[src/rtl/hex_loader_pkg.sv]
// hex_loader_pkg: shared states, sizes and word padding helper for the hex loader
package hex_loader_pkg;

    localparam int BYTE_SIZE = 8;
    localparam int MAX_BYTES = 8;
    localparam int MAX_W = BYTE_SIZE * MAX_BYTES;

    typedef enum logic [2:0] {IDLE, FETCH, WRITE, FLUSH, DONE, ERR} loader_state_t;

    // Moves the nbytes right-justified low bytes of word to the top of a word_bytes-wide word, zero-filling below
    function automatic logic [MAX_W-1:0] pad_word(input logic [MAX_W-1:0] word, input int nbytes, input int word_bytes);
        return word << (BYTE_SIZE * (word_bytes - nbytes));
    endfunction

endpackage

[src/rtl/hex_loader_ctrl_word_assembler.sv]
// word_assembler: big-endian byte shift register with byte index for the hex loader
module word_assembler
    import hex_loader_pkg::*;
#(
    parameter int WORD_BYTES = 4,
    parameter int IDX_W = $clog2(WORD_BYTES) + 1
) (
    input  logic                            clk,
    input  logic                            rst,
    input  logic                            clr,
    input  logic                            shift_en,
    input  logic [BYTE_SIZE-1:0]            byte_in,
    output logic [BYTE_SIZE*WORD_BYTES-1:0] word,
    output logic                            last_byte,
    output logic [IDX_W-1:0]                partial_count
);

    localparam int W = BYTE_SIZE * WORD_BYTES;

    logic [IDX_W-1:0] idx;

    assign last_byte = idx == IDX_W'(WORD_BYTES - 1);
    assign partial_count = idx;

    // New bytes enter at the LSB so the first byte ends up in the MSB; index wraps after a full word
    always_ff @(posedge clk) begin
        if (rst || clr) begin
            word <= '0;
            idx <= '0;
        end else if (shift_en) begin
            word <= (word << BYTE_SIZE) | W'(byte_in);
            idx <= last_byte ? '0 : idx + 1'b1;
        end
    end

endmodule

[src/rtl/hex_loader_ctrl.sv]
// hex_loader_ctrl: drains the hex lexer FIFO into program memory as packed big-endian words; HEX_LOADER_CHECKSUM_EN adds a byte checksum output
module hex_loader_ctrl
    import hex_loader_pkg::*;
#(
    parameter int WORD_BYTES = 4,
    parameter int ADDR_W = 10,
    parameter int MEM_WORDS = 1024
) (
    input  logic                            clk,
    input  logic                            rst,
    input  logic                            start,
    input  logic                            eof,
    input  logic                            lex_empty,
    input  logic [7:0]                      lex_data,
    input  logic                            lex_error,
    output logic                            lex_pop,
    output logic                            mem_we,
    output logic [ADDR_W-1:0]               mem_addr,
    output logic [8*WORD_BYTES-1:0]         mem_wdata,
    output logic                            busy,
    output logic                            done,
    output logic                            error,
`ifdef HEX_LOADER_CHECKSUM_EN
    output logic [7:0]                      checksum,
`endif
    output logic [ADDR_W:0]                 word_count
);

    localparam int W = BYTE_SIZE * WORD_BYTES;
    localparam int IDX_W = $clog2(WORD_BYTES) + 1;
    localparam logic [ADDR_W:0] LIMIT = (ADDR_W + 1)'(MEM_WORDS);

    loader_state_t state, nxt;
    logic [ADDR_W:0] cnt;
    logic [ADDR_W-1:0] addr_q;
    logic [W-1:0] data_q, word, wr_data;
    logic [MAX_W-1:0] padded;
    logic [IDX_W-1:0] partial_count;
    logic eof_seen, last_byte, clr, write;

    assign busy = state inside {FETCH, WRITE, FLUSH};
    assign done = state == DONE;
    assign error = state == ERR;
    assign clr = start && !busy;
    assign word_count = cnt;
    assign mem_we = write;
    assign padded = pad_word(MAX_W'(word), int'(partial_count), WORD_BYTES);
    assign wr_data = state == FLUSH ? padded[W-1:0] : word;
    assign mem_addr = mem_we ? cnt[ADDR_W-1:0] : addr_q;
    assign mem_wdata = mem_we ? wr_data : data_q;

    word_assembler #(.WORD_BYTES(WORD_BYTES), .IDX_W(IDX_W)) u_asm (
        .clk(clk),
        .rst(rst),
        .clr(clr),
        .shift_en(lex_pop),
        .byte_in(lex_data),
        .word(word),
        .last_byte(last_byte),
        .partial_count(partial_count)
    );

    // Next state, pop and write strobe; a lexer error suppresses both pop and write
    always_comb begin
        nxt = state;
        lex_pop = 1'b0;
        write = 1'b0;
        case (state)
            IDLE, DONE, ERR: nxt = start ? FETCH : state;
            FETCH: begin
                if (lex_error) nxt = ERR;
                else if (!lex_empty) begin
                    if (cnt == LIMIT) nxt = ERR;
                    else begin
                        lex_pop = 1'b1;
                        nxt = last_byte ? WRITE : FETCH;
                    end
                end else if (eof_seen || eof) nxt = partial_count != '0 ? FLUSH : DONE;
            end
            WRITE, FLUSH: begin
                write = !lex_error;
                nxt = lex_error ? ERR : (state == WRITE ? FETCH : DONE);
            end
            default: nxt = IDLE;
        endcase
    end

    // State, word counter, end-of-input latch and held memory bus values
    always_ff @(posedge clk) begin
        if (rst) begin
            state <= IDLE;
            cnt <= '0;
            addr_q <= '0;
            data_q <= '0;
            eof_seen <= 1'b0;
        end else begin
            state <= nxt;
            if (clr) begin
                cnt <= '0;
                eof_seen <= 1'b0;
            end else begin
                if (busy && eof) eof_seen <= 1'b1;
                if (mem_we) begin
                    cnt <= cnt + 1'b1;
                    addr_q <= mem_addr;
                    data_q <= mem_wdata;
                end
            end
        end
    end

`ifdef HEX_LOADER_CHECKSUM_EN
    // Running modulo-256 sum of every byte popped in this load
    always_ff @(posedge clk) begin
        if (rst || clr) checksum <= '0;
        else if (lex_pop) checksum <= checksum + lex_data;
    end
`endif

endmodule

[config.mk]
export PLATFORM = sky130hd
export DESIGN_NAME = hex_loader_ctrl
export DESIGN_NICKNAME = d
export VERILOG_FILES = /design/src/rtl/hex_loader_pkg.sv /design/src/rtl/hex_loader_ctrl_word_assembler.sv /design/src/rtl/hex_loader_ctrl.sv
export SDC_FILE = /design/constraint.sdc
export NUM_CORES = 1
export LEC_CHECK = 0
export ABC_AREA = 1
export CAP_MARGIN = 20
export CORE_ASPECT_RATIO = 1.25
export CORE_MARGIN = 1.5
export CORE_UTILIZATION = 41
export DETAILED_ROUTE_END_ITERATION = 6
export PLACE_DENSITY = 0.6
export SYNTH_ARGS = -nofsm -noshare
export SYNTH_HDL_FRONTEND = slang
export SYNTH_HIERARCHICAL = 1
export SYNTH_SLANG_ARGS = --single-unit
[constraint.sdc]
create_clock -name clk -period 3 [get_ports clk]
set_input_delay 0.6 -clock clk [delete_from_list [all_inputs] [get_ports clk]]
set_output_delay 0.6 -clock clk [all_outputs]
set_load 0.02 [all_outputs]
==> key figures <==
Global routing
  – Number of global-route vias before repair: 4741
  – Global-route wire length before repair: 22700 um
  – Global route total overflow: 0
  – Antenna violations before repair: 0
  – GRT Total Usage: 22.1%
  – Maximum number of pins on one net before global-route repair: 36

Clocking
  – Post-CTS setup repair buffer count: 0
  – Clock tree from TritonCTS: done
  – Clock root buffer: sky130_fd_sc_hd__clkbuf_16
  – TritonCTS Sinks: 92
  – Number of buffers added by the clock tree synthesis step: 9
  – CTS clock-pin slew for the worst setup and hold paths: 0.06 ns
  – Depth of the CTS H-tree: 3
  – Maximum clock path buffer count: 2
  – Skew-Pair Late Insertion Delay: 0.35 ns

Floorplan
  – Die span in y: 127 um
  – Ports placed on the boundary: 72
  – Die Outline Area: 0.0129 mm2
  – Starting Density: 41.6%
  – Rows: 45
  – Die Wd: 102 um
  – Floorplan core area: 0.0120 mm2

Power
  – Pwr Density: 404 mW/mm2
  – Sequential Power Share: 49.7%
  – Share of total power consumed by net switching: 25.2%
  – Total design power: 2.50 mW
  – Combinational fraction of design power: 8.2%
  – Peak supply drop: 0.211 mV
  – Power spent charging and discharging nets: 630 uW
  – Internal power of the cells: 1.87 mW
  – Clock network fraction of design power: 42.1%
  – Leakage component of the power: 2.66 nW

Yosys
  – Post-synth design cell area: 0.00501 mm2
  – #FFs+latches synth: 92
  – Number of distinct library cells after synthesis: 39
  – Sequential element share of the synthesized area: 36.7%
  – Yosys warning total: 6
  – Gate count of the mapped netlist: 706
  – Avg Cell Area, Syn: 7.10 um2
  – Post-Syn Nets: 725

STA
  – Worst path setup slack after routing: 0.111 ns
  – # setup viols final: 0
  – Worst slew margin relative to its limit: 49.3%
  – Final sum of negative setup slack: 0 ns
  – Largest clock skew in the final design: 0.00377 ns
  – Hold Violations, Final: 0
  – Timing-limited maximum frequency: 346 MHz
  – Number of pins exceeding their max-slew limit in the final report: 0
  – Final critical-path required period: 2.89 ns
  – Tcrit/Tclk final: 96.3%
  – Worst Max-Slew Pin Slew: 0.760 ns

Min path
  – Cell count of the worst hold path: 2
  – Worst Hold Endpoint: eof_seen$_SDFFE_PP0P_
  – Hold path startpoint: eof_seen$_SDFFE_PP0P_
  – Path category of the worst min-delay check: flop to flop

Routing
  – Routed vias/inst: 5.10
  – Sum of routed wire length over all layers: 13900 um
  – Drc violations: 0
  – Residual antenna-violating net count after detailed routing: 0
  – Overall via count from detail_route: 4911
  – Final routed wire length divided by cell count: 14.4 um
  – Violation count after the first detailed-route iteration: 262
  – Length of the first detailed-routing pass in iterations: 4

Setup path
  – Setup crit start kind: input port
  – Maximum fanout along the worst path: 18
  – Delay contributed by the slowest stage of the critical path: 0.53 ns
  – Start of the worst register-to-register path: state[0]$_SDFFE_PP0P_
  – Kind of critical path: input port to output port
  – Worst-case register-to-register setup slack: 0.73 ns
  – Worst Path Required: 2.40 ns
  – Series of cell instances along the critical path: clkdlybuf4s50_1 > inv_1 > nand2_2 > buf_6 > nor2_1 > a21oi_1 > inv_1 > clkdlybuf4s50_1
  – Arrival time of the worst setup path: 2.29 ns
  – FF-to-FF path depth: 10
  – Worst setup EP type: output port
  – Capture point of the worst reg-to-reg path: u_asm/partial_count[0]$_SDFFE_PP0P_
  – Cell with the largest stage delay on the worst path: sky130_fd_sc_hd__clkdlybuf4s50_1

Finish
  – Most frequent cells in the layout: 188 x sky130_fd_sc_hd__nand2_1, 92 x sky130_fd_sc_hd__dfxtp_1, 67 x sky130_fd_sc_hd__a21oi_1
  – FF/Latch Area: 0.00184 mm2
  – Inserted Diodes: 0
  – Number of fill cells in the layout: 1247
  – Number of nets at the end of the flow: 812
  – Post-route cell area: 0.00619 mm2
  – Leading cell type in the layout, fill and taps excluded: sky130_fd_sc_hd__nand2_1
  – Ratio of cells with drive above 1 in the final layout: 21.9%
  – Layout Area Growth over Synthesis: 23.4%
  – Utilization after layout: 51.3%
  – Area of the multi-input gates: 0.00270 mm2

Placed design
  – Area of placed instances: 0.00606 mm2
  – Worst setup timing slack at the placement stage: -0.0890 ns
  – Post-detailed-placement half-perimeter wirelength: 10200 um
  – Placer congestion estimate: 0.903
  – Quantity of I/O buffers inserted on ports: 71

Status
  – Run status: finished, final reports clean

Flow run
  – Max_cap viols: 0
critical path: cells and delay by family:
family | cells | cell delay (ns)
AO/OA/AOI/OAI | 1 | 0.16
buffers and inverters | 5 | 1.32
AND/OR/NAND/NOR | 2 | 0.19
synth_stat cells, drive strengths merged:
master   instances  share of area [%]
a2111oi          1               0.17
a211oi           1               0.15
a21oi           97                 12
a2bb2oi         20                4.4
a31oi            1               0.12
and2             9                1.1
buf             32                4.5
clkbuf           8               0.60
clkinv           1               0.32
dfxtp           92                 37
ha               5                1.2
inv             60                4.5
mux2i            1               0.20
nand2          192                 15
nand3           50                5.0
nand4            4               0.50
nor2            53                4.7
nor3            17                1.8
nor3b            1               0.25
o21ai           33                3.3
o22ai            1               0.12
or2             23                2.9
xnor2            2               0.35
xor2             2               0.35
worst max-delay path by stage:
stage / startpoint / to / slack, ns / cells after the start
2_1_floorplan: word_count[0]$_SDFFE_PP0P_ / u_asm/word[0]$_SDFFE_PP0P_ / 0.10 / 10
3_3_place_gp: lex_error / mem_wdata[7] / -0.10 / 8
3_5_place_dp: lex_error / mem_wdata[25] / -0.09 / 8
4_1_cts: u_asm/partial_count[1]$_SDFFE_PP0P_ / mem_wdata[22] / 0.006 / 11
5_1_grt: lex_error / mem_addr[3] / -0.0002 / 8
6_report: lex_error / mem_addr[3] / 0.11 / 8
kinds of logic (layout without fill, tap and decap cells):
logic type / after synthesis / after routing / synth area share (%)
multiplexers: 1 / 1 / 0.200
adder cells (fa/ha/maj): 5 / 5 / 1.25
AO/OA/AOI/OAI: 154 / 154 / 20.1
XOR/XNOR: 4 / 4 / 0.699
AND/OR/NAND/NOR: 349 / 349 / 31.2
buffers and inverters: 101 / 193 / 9.88
flip-flops: 92 / 92 / 36.7
flip-flops by register name, summed over array words and instances (netlist names):
signal	flops
data_q	32
u_asm/word	32
word_count	11
addr_q	10
state	3
u_asm/partial_count	3
eof_seen	1
final cells by class:
cell class,count,share of cell area [%]
Multi-Input combinational cell,513,43.6
Sequential cell,92,29.8
Timing Repair Buffer,116,15.0
Inverter,61,3.90
Clock buffer,10,3.70
Tap cell,164,3.32
Clock inverter,6,0.647
routing by layer:
layer | GRT usage (%) | wire length, um
met1 | 26.0 | 5990
met2 | 40.3 | 7070
met3 | 2.92 | 539
met4 | 8.22 | 293
met5 | 0 | 0
through the flow:
stage / cells / hold WS [ns]
after floorplan: 706 / 0.432
final: 962 / 0.457
after global placement: 946 / 0.444
after detailed placement: 946 / 0.450
after global routing: 962 / 0.469
after CTS: 962 / 0.460
power groups by stage:
stage,combinational (mW),clock (mW),sequential (mW)
2_1_floorplan,0.134,0,1.27
3_3_place_gp,0.209,0,1.27
3_5_place_dp,0.212,0,1.27
4_1_cts,0.208,1.07,1.24
5_1_grt,0.224,1.12,1.24
6_report,0.205,1.05,1.24
repair_timing:
item	4_1_cts	5_1_grt
endpoints found under the setup margin	41	34
hold buffers	0	0
gates resized for setup	67	59
pin swaps	0	1
cloned	0	0
No activity file was read; power rests on OpenSTA's default activity.
